[src/rtl/seq_restoring_divider_pkg.sv]
// Shared definitions for the sequential restoring divider.
//   div_state_e : controller states (IDLE, RUN, DONE)
//   DIV_N       : default divisor/quotient/remainder width
//   cnt_width() : step-counter width for a given N
//   p_width()   : partial-remainder width for one restoring step (N+1)
package div_pkg;

    typedef enum logic [1:0] {
        IDLE = 2'd0,
        RUN  = 2'd1,
        DONE = 2'd2
    } div_state_e;

    localparam int unsigned DIV_N = 32;

    function automatic int unsigned cnt_width(input int unsigned n);
        return (n < 2) ? 1 : $clog2(n);
    endfunction

    function automatic int unsigned p_width(input int unsigned n);
        return n + 1;
    endfunction

endpackage

[src/rtl/seq_restoring_divider_if.sv]
// Operand / result handshake bundle for seq_restoring_divider.
//   in_valid, in_ready, dividend (2N), divisor (N)          : operand side
//   out_valid, out_ready, quotient, remainder, div_zero,
//   overflow                                                : result side
// Modports: slave = divider side, master = producer/consumer side.
interface div_if #(
    parameter int unsigned N = 32
);
    logic             in_valid;
    logic             in_ready;
    logic [2*N-1:0]   dividend;
    logic [N-1:0]     divisor;
    logic             out_valid;
    logic             out_ready;
    logic [N-1:0]     quotient;
    logic [N-1:0]     remainder;
    logic             div_zero;
    logic             overflow;

    modport slave (
        input  in_valid, dividend, divisor, out_ready,
        output in_ready, out_valid, quotient, remainder, div_zero, overflow
    );

    modport master (
        output in_valid, dividend, divisor, out_ready,
        input  in_ready, out_valid, quotient, remainder, div_zero, overflow
    );
endinterface

[src/rtl/seq_restoring_divider_step.sv]
// div_step: one combinational restoring-division step.
//   rem_in  (N) : current partial remainder, always < divisor
//   bit_in  (1) : next dividend bit shifted in
//   divisor (N) : divisor
//   rem_out (N) : new partial remainder
//   q_bit   (1) : quotient bit produced by this step
module div_step
    import div_pkg::*;
#(
    parameter int unsigned N = 32
) (
    input  logic [N-1:0] rem_in,
    input  logic         bit_in,
    input  logic [N-1:0] divisor,
    output logic [N-1:0] rem_out,
    output logic         q_bit
);

    logic [p_width(N)-1:0] p;

    always_comb begin
        p       = {rem_in, bit_in};
        q_bit   = (p >= {1'b0, divisor});
        // When the subtract is taken the result is < divisor, so the
        // low N bits of P minus divisor (mod 2^N) are exact.
        rem_out = q_bit ? (p[N-1:0] - divisor) : p[N-1:0];
    end

endmodule

[src/rtl/seq_restoring_divider.sv]
// seq_restoring_divider: unsigned 2N/N sequential restoring divider.
//   clk  : rising-edge clock
//   rst  : asynchronous, active-high reset
//   bus  : div_if.slave handshake bundle (operands in, results out)
// Flagged results finish one edge after accept: divisor zero gives
// quotient all-ones / remainder = dividend low half; a quotient that
// would not fit in N bits gives quotient all-ones / remainder 0.
// Build option: DIV_RADIX4_EN chains two restoring steps per cycle.
module seq_restoring_divider
    import div_pkg::*;
#(
    parameter int unsigned N = DIV_N
) (
    input  logic  clk,
    input  logic  rst,
    div_if.slave  bus
);

    localparam int unsigned CW = cnt_width(N);
`ifdef DIV_RADIX4_EN
    localparam logic [CW-1:0] CNT_START = CW'(N/2 - 1);
`else
    localparam logic [CW-1:0] CNT_START = CW'(N - 1);
`endif

    div_state_e    state_q, state_d;
    logic [CW-1:0] count_q, count_d;
    logic [N-1:0]  rem_q,   rem_d;
    logic [N-1:0]  qsh_q,   qsh_d;
    logic [N-1:0]  dvsr_q,  dvsr_d;
    logic          div_zero_q, div_zero_d;
    logic          overflow_q, overflow_d;

    logic [N-1:0]  hi_half;
    logic [N-1:0]  lo_half;

    logic [N-1:0]  step0_rem;
    logic          step0_q;
`ifdef DIV_RADIX4_EN
    logic [N-1:0]  step1_rem;
    logic          step1_q;
`endif

    assign hi_half = bus.dividend[2*N-1:N];
    assign lo_half = bus.dividend[N-1:0];

    div_step #(.N(N)) u_step0 (
        .rem_in  (rem_q),
        .bit_in  (qsh_q[N-1]),
        .divisor (dvsr_q),
        .rem_out (step0_rem),
        .q_bit   (step0_q)
    );

`ifdef DIV_RADIX4_EN
    div_step #(.N(N)) u_step1 (
        .rem_in  (step0_rem),
        .bit_in  (qsh_q[N-2]),
        .divisor (dvsr_q),
        .rem_out (step1_rem),
        .q_bit   (step1_q)
    );
`endif

    always_comb begin
        state_d    = state_q;
        count_d    = count_q;
        rem_d      = rem_q;
        qsh_d      = qsh_q;
        dvsr_d     = dvsr_q;
        div_zero_d = div_zero_q;
        overflow_d = overflow_q;

        unique case (state_q)
            IDLE: begin
                // in_ready is state==IDLE gated by rst; with rst high the
                // flops are held in reset, so only in_valid matters here.
                if (bus.in_valid) begin
                    state_d = DONE;
                    if (bus.divisor == '0) begin
                        div_zero_d = 1'b1;
                        overflow_d = 1'b0;
                        qsh_d      = '1;
                        rem_d      = lo_half;
                    end else if (hi_half >= bus.divisor) begin
                        div_zero_d = 1'b0;
                        overflow_d = 1'b1;
                        qsh_d      = '1;
                        rem_d      = '0;
                    end else begin
                        state_d    = RUN;
                        div_zero_d = 1'b0;
                        overflow_d = 1'b0;
                        rem_d      = hi_half;
                        qsh_d      = lo_half;
                        dvsr_d     = bus.divisor;
                        count_d    = CNT_START;
                    end
                end
            end

            RUN: begin
                // qsh doubles as the dividend-bit source (MSB end) and the
                // quotient accumulator (LSB end).
`ifdef DIV_RADIX4_EN
                rem_d = step1_rem;
                qsh_d = {qsh_q[N-3:0], step0_q, step1_q};
`else
                rem_d = step0_rem;
                qsh_d = {qsh_q[N-2:0], step0_q};
`endif
                if (count_q == '0) begin
                    state_d = DONE;
                end else begin
                    count_d = count_q - 1'b1;
                end
            end

            DONE: begin
                if (bus.out_ready) begin
                    state_d = IDLE;
                end
            end

            default: begin
                state_d = IDLE;
            end
        endcase
    end

    always_ff @(posedge clk or posedge rst) begin
        if (rst) begin
            state_q    <= IDLE;
            count_q    <= '0;
            rem_q      <= '0;
            qsh_q      <= '0;
            dvsr_q     <= '0;
            div_zero_q <= 1'b0;
            overflow_q <= 1'b0;
        end else begin
            state_q    <= state_d;
            count_q    <= count_d;
            rem_q      <= rem_d;
            qsh_q      <= qsh_d;
            dvsr_q     <= dvsr_d;
            div_zero_q <= div_zero_d;
            overflow_q <= overflow_d;
        end
    end

    assign bus.in_ready  = (state_q == IDLE) && !rst;
    assign bus.out_valid = (state_q == DONE);
    assign bus.quotient  = qsh_q;
    assign bus.remainder = rem_q;
    assign bus.div_zero  = div_zero_q;
    assign bus.overflow  = overflow_q;

endmodule

[src/flat_wrapper.sv]
// flat-port wrapper written by rule: the top's interface ports become plain ports
module seq_restoring_divider_flat import div_pkg::*;
#(
    parameter int unsigned N = DIV_N
)
  (clk, rst, bus_in_valid, bus_dividend, bus_divisor, bus_out_ready, bus_in_ready, bus_out_valid, bus_quotient, bus_remainder, bus_div_zero, bus_overflow);
  div_if #(.N(N)) bus_i ();
  input  logic clk;
  input  logic rst;
  input wire logic [$bits(bus_i.in_valid)-1:0] bus_in_valid;
  input wire logic [$bits(bus_i.dividend)-1:0] bus_dividend;
  input wire logic [$bits(bus_i.divisor)-1:0] bus_divisor;
  input wire logic [$bits(bus_i.out_ready)-1:0] bus_out_ready;
  output wire logic [$bits(bus_i.in_ready)-1:0] bus_in_ready;
  output wire logic [$bits(bus_i.out_valid)-1:0] bus_out_valid;
  output wire logic [$bits(bus_i.quotient)-1:0] bus_quotient;
  output wire logic [$bits(bus_i.remainder)-1:0] bus_remainder;
  output wire logic [$bits(bus_i.div_zero)-1:0] bus_div_zero;
  output wire logic [$bits(bus_i.overflow)-1:0] bus_overflow;
  assign bus_i.in_valid = bus_in_valid;
  assign bus_i.dividend = bus_dividend;
  assign bus_i.divisor = bus_divisor;
  assign bus_i.out_ready = bus_out_ready;
  assign bus_in_ready = bus_i.in_ready;
  assign bus_out_valid = bus_i.out_valid;
  assign bus_quotient = bus_i.quotient;
  assign bus_remainder = bus_i.remainder;
  assign bus_div_zero = bus_i.div_zero;
  assign bus_overflow = bus_i.overflow;
  seq_restoring_divider #(.N(N)) u_core (.clk(clk), .rst(rst), .bus(bus_i));
endmodule
[config.mk]
export PLATFORM = sky130hd
export DESIGN_NAME = seq_restoring_divider_flat
export DESIGN_NICKNAME = d
export VERILOG_FILES = /design/src/rtl/seq_restoring_divider_pkg.sv /design/src/rtl/seq_restoring_divider_if.sv /design/src/rtl/seq_restoring_divider_step.sv /design/src/rtl/seq_restoring_divider.sv /design/src/flat_wrapper.sv
export SDC_FILE = /design/constraint.sdc
export NUM_CORES = 1
export LEC_CHECK = 0
export ABC_AREA = 1
export CAP_MARGIN = 10
export CORE_MARGIN = 2
export CORE_UTILIZATION = 50
export DETAILED_ROUTE_END_ITERATION = 8
export HOLD_SLACK_MARGIN = 0.02
export PLACE_DENSITY = 0.77
export REMOVE_ABC_BUFFERS = 1
export SLEW_MARGIN = 40
export SYNTH_ARGS = -nofsm -noshare
export SYNTH_HDL_FRONTEND = slang
export SYNTH_SLANG_ARGS = --single-unit
[constraint.sdc]
create_clock -name clk -period 7.9 [get_ports clk]
set_input_delay 1.58 -clock clk [delete_from_list [all_inputs] [get_ports clk]]
set_output_delay 1.58 -clock clk [all_outputs]
set_load 0.02 [all_outputs]
* Yosys cells after proc, flatten, opt, wreduce, memory -nomap -nowiden
Cells that the tools add are included.
** Word-level totals
- Flip-flop bits (word level) :: 105
- Input bits :: 100
- Output and inout bits :: 68
- Word-level logic and storage cells :: 55
** Operators by class
- Add/sub/neg operators :: 2
- Order comparisons :: 2
- Equality and inequality tests :: 8
- Muxes and demuxes :: 23
- Bitwise gates (word level) :: 2
- Reductions and logical operators :: 11
** Operator list (count)
- 2-to-1 mux 32 bit :: 7
- case mux 32 bit (2 select lines) :: 2
- >= comparator 33 x 32 -> 1 bit :: 1
- >= comparator 32 bit :: 1
- zero test 32 bit :: 1
- subtractor 32 bit :: 1
- 2-to-1 mux 5 bit :: 4
- 2-to-1 mux 2 bit :: 5
- != test 2 bit (second input constant) :: 5
- case mux 5 bit (2 select lines) :: 1
- case mux 2 bit (3 select lines) :: 1
- zero test 5 bit :: 1
- AND reduction 5 bit :: 1
- subtractor 5 x 1 -> 5 bit (second input constant) :: 1
- AND reduction 2 bit :: 2
- AND reduction 4 bit :: 1
- 2-to-1 mux 1 bit :: 3
- AND reduction 3 bit :: 1
- equality test 2 x 1 -> 1 bit (second input constant) :: 1
- equality test 2 bit (second input constant) :: 1
- zero test 2 bit :: 1
- != test 2 x 1 -> 1 bit (second input constant) :: 1
- inverter 1 bit :: 2
- nonzero test 2 bit :: 1
- 2 further kinds :: 2

* Logic depth before layout (Yosys ltp)
- Word-level depth :: 5
- Mapped depth :: 19
- Depth with buffers taken out :: 18

* Modules after synthesis
Synthesis repeated with hierarchy kept, for this count alone.
** Unflattened totals
- Cells, all modules :: 1579
- Area, all modules :: 9569.2 um^2
** By module, submodules not included
- seq_restoring_divider :: times used 1, cells an instance 927, area an instance 6376.1 um^2, seq. area each 2627.5 um^2
- div_step :: times used 1, cells an instance 652, area an instance 3193.1 um^2, seq. area each 0.0 um^2

* Least setup slack after synthesis
No wires, ideal clock.
- Path kind :: input -> output
- From :: in rst
- To :: out bus_in_ready
- Arrival :: 1.873 ns
- Required time :: 6.320 ns
- Slack :: 4.447 ns
- Stages on the path :: 1
- Path buffers :: 0
- Path through :: nor2_1
** Between the ends
- Word-level cells in the longest chain between the ends :: 2
** RTL lines
- start, declared :: RTL line flat_wrapper.sv:9 : input logic rst;
- zero test 1 bit (no line)
- logical AND 1 bit :: RTL line seq_restoring_divider.sv:151 : assign bus.in_ready = (state_q == IDLE) && !rst;
- end, declared :: RTL line flat_wrapper.sv:14 : output wire logic [$bits(bus_i.in_ready)-1:0] bus_in_ready;
Every way passes these cells.

* Worst setup path after layout
- From :: in bus_divisor[9]
- To :: reg u_core.rem_q[2], in the netlist u_core.bus.remainder[2]
** Between the ends
- Word-level cells in the longest chain between the ends :: 5
- Elaborated cells between the ends (all ways) :: 6
- Classes of those cells :: order compare (1); mux (4); reduce/logical (1)
** RTL lines
- start, declared :: RTL line flat_wrapper.sv:12 : input wire logic [$bits(bus_i.divisor)-1:0] bus_divisor;
- >= comparator 32 bit :: RTL line seq_restoring_divider.sv:85 : end else if (hi_half >= bus.divisor) begin
- 2-to-1 mux 32 bit :: RTL line seq_restoring_divider.sv:85
- 2-to-1 mux 32 bit (*) :: RTL line seq_restoring_divider.sv:80 : if (bus.divisor == '0) begin
- 2-to-1 mux 32 bit (*) :: RTL line seq_restoring_divider.sv:78 : if (bus.in_valid) begin
- case mux 32 bit (2 select lines) (*) :: RTL line seq_restoring_divider.sv:74 : unique case (state_q)
- end signal, assigned :: RTL line seq_restoring_divider.sv:143 : rem_q <= rem_d;
- end, declared :: RTL line seq_restoring_divider.sv:28 : logic [N-1:0] rem_q, rem_d;
Every way passes the cells marked *; elsewhere a longest branch is shown, timed or not. The select of a mux whose other input is x is not followed.
A chain may end at the register's enable or synchronous reset.

==> metrics.txt <==
status completed; critical setup path kind in -> reg; die area ~0.019 sq mm; hold_buf cts 0; Yosys cell types 40; Clock transition at path regs about 80 ps; routed len/inst between 15 and 20 microns; Die W between 100 and 150 microns; crit-path cells clkdlybuf4s50_1 > inv_1 > ha_1 > nand2_1 > inv_1 > o21bai_1 > a21oi_1 > nor2_1 > nand2_1 > nand2_2 > nand2_4 > nor2_4 > nand2_1 > nand2_1 > nand3_1 > nand2_1; initial antenna violation count 0; post-synth top area cell dfrtp_1; DRT antenna net count 0; CP startpoint kind primary input; largest net degree at the start of global routing 68; # DRC 0; GR Overflow Total 0; Top Family by Delay on Critical Path simple AND/OR/NAND/NOR gates; Rel. slew slack 50.3%; CTS Buffer Depth 2; sequential element share of the synthesized area a little under a third; final HPWL from detailed placement between 20000 and 25000 microns; top-count cell post-synth nand2_1; vias per std cell between 5 and 6; antenna diode count 0; Placer Congestion between 0.9 and 1; Post-synth top cells nand2_1, inv_1, a21oi_1, dfrtp_1, nand3_1; Syn Inst Count 1326; CP Buf/Inv Count 3; syn_area_per_cell between 6 and 7 sq um; Synth warnings 0; dpl ws about 3200 ps; ranking of synthesized cells by area dfrtp_1, nand2_1, ha_1, inv_1, a21oi_1; Most Frequent Cell on Critical Path nand2_1; final slew viol count 0; most used flip-flop cell after synthesis dfrtp_1; routed wire length 28800 microns; Peak Freq approximately 0.23 GHz; worst hold slack around 490 ps; Clock Latency Late Sink 360 ps; Peak supply drop ~0.33 mV; Synth Register Bits around 110; first-pass GRT wire length between 40000 and 50000 microns; critical path's slowest cell nor2_4; starting density of the core 50.8%; setup ws final 3510 ps; I/O Buffers about 170; crit end category flip-flop; Post-synth EDFFs 0; synthesized cell area around 0.0087 sq mm; postcts setup bufs 0; leakage ~5.5 nW; drt initial violations 775; IO Count about 170; clk_skew 7.22 ps; height of the die approximately 140 microns; Tot GR Track Use approximately a third; H-Tree Depth 3; Worst Hold Class reg -> reg; CP Max Fanout 34; Site Rows 48; WP data arrival roughly 4700 ps; layout cell share with drive strength beyond 1 slightly above 4%; top cell type's share of synthesized area a little under a third; CTS Sinks about 110; period utilization a little under three fifths; Tightest Pin Transition around 740 ps; routed vias approximately 9300; # nets final roughly 1600; vias in the first global route 8753; Worst Path Required a little over 8000 ps; CTS tree built; Fin. Hold Viols 0; core area about 0.017 sq mm; Power Density between 400 and 500 mW/mm^2; TritonRoute pass-1 iters 6; Layout area overhead 23.6%; Final setup viols 0; post-cts resize count 0; final core utilization 62.8%; FFs w/ async S/R, synth 100%; Final min period 4390 ps; Max stage delay on crit path around 650 ps; CTS buffer count 9; RSZ-0062 raised after global routing no; Root Buffer clkbuf_16; setup TNS 0 ps; Max-Cap Viols 0
-- sequential cells by signal, indices dropped and copies added (netlist names) --
name / cells
u_core.bus.quotient: 32
u_core.bus.remainder: 32
u_core.dvsr_q: 32
u_core.count_q: 5
u_core.state_q: 2
u_core.bus.div_zero: 1
u_core.bus.overflow: 1
-- metal layers --
layer  GRT usage, %  wire length [microns]
met1           44.4                  12700
met4           10.4                    714
met2           49.8                  13100
met3           4.66                   2270
met5              0                      0
-- metrics by stage --
stage / std cells / power, mW / cell area, sq um
final: 1689 / 5.03 / 10800
after floorplan: 1275 / 3.31 / 8430
after detailed placement: 1673 / 4.45 / 10400
after CTS: 1689 / 4.98 / 10800
after global routing: 1689 / 5.47 / 10800
after global placement: 1673 / 4.41 / 10400
-- logic make-up after synthesis --
| logic type | share of synthesized area, % |
|---|---|
| adder cells (fa/ha/maj) | 9.70 |
| AO/OA/AOI/OAI | 12.9 |
| XOR/XNOR | 1.81 |
| buffers and inverters | 10.4 |
| AND/OR/NAND/NOR | 35.1 |
| flip-flops | 30.1 |
-- power breakdown --
group          total, mW  internal [mW]  switching, mW
combinational       3.48           1.23           2.25
sequential          1.03          0.799          0.232
clock              0.513          0.290          0.223
-- layout make-up --
| type | count | area (sq um) |
|---|---|---|
| well taps | 225 | 282 |
| multi-input cells | 1006 | 5200 |
| repair buffers | 173 | 1720 |
| clock buffers | 11 | 243 |
| flip-flops and latches | 105 | 2630 |
| inverters | 164 | 623 |
| clock inverters | 5 | 87.6 |
| fillers | 1625 | 6400 |
-- worst register-to-register path, delay by kind of cell (launching register included) --
kind / cells / cell delay (ps)
and+or+nand+nor: 12 / 1760
DFF: 1 / 430
buffers and inverters: 1 / 190
adders and majority gates: 1 / 440
-- worst paths after layout --
check                      cells after the start                                  from                              endpoint  slack, ps
max                                           16                        bus_divisor[9]   u_core.bus.remainder[2]$_DFFE_PP0P_       3510
min                                            2         u_core.dvsr_q[29]$_DFFE_PP0P_         u_core.dvsr_q[29]$_DFFE_PP0P_        490
max reg2reg                                   14  u_core.bus.remainder[21]$_DFFE_PP0P_  u_core.bus.remainder[20]$_DFFE_PP0P_       4960
min reg2reg                                    2         u_core.dvsr_q[29]$_DFFE_PP0P_         u_core.dvsr_q[29]$_DFFE_PP0P_        490
max in group asynchronous                      3                                   rst  u_core.bus.remainder[11]$_DFFE_PP0P_       5010
min in group asynchronous                      2                                   rst         u_core.state_q[0]$_DFFE_PP0P_       1680
-- cell usage in the layout, fill, tap and decap left out, types with 4 or more instances in the layout --
cell type        netlist  final
a21oi_1              105    105
buf_4                 13      6
clkbuf_16              0      9
clkdlybuf4s50_1        0    167
dfrtp_1              105    105
ha_1                  66     66
inv_1                155    152
inv_2                  8      9
nand2_1              457    457
nand2_2                5      5
nand3_1               86     85
nand3b_1               7      7
nand4_1               21     21
nor2_1                69     68
nor2_2                 6      6
nor3_2                 4      4
nor4_1                40     40
o21ai_0               67     67
o21ai_1               29     29
o21bai_1               4      4
xor2_1                16     16
Power figures use the tool's default switching activity.
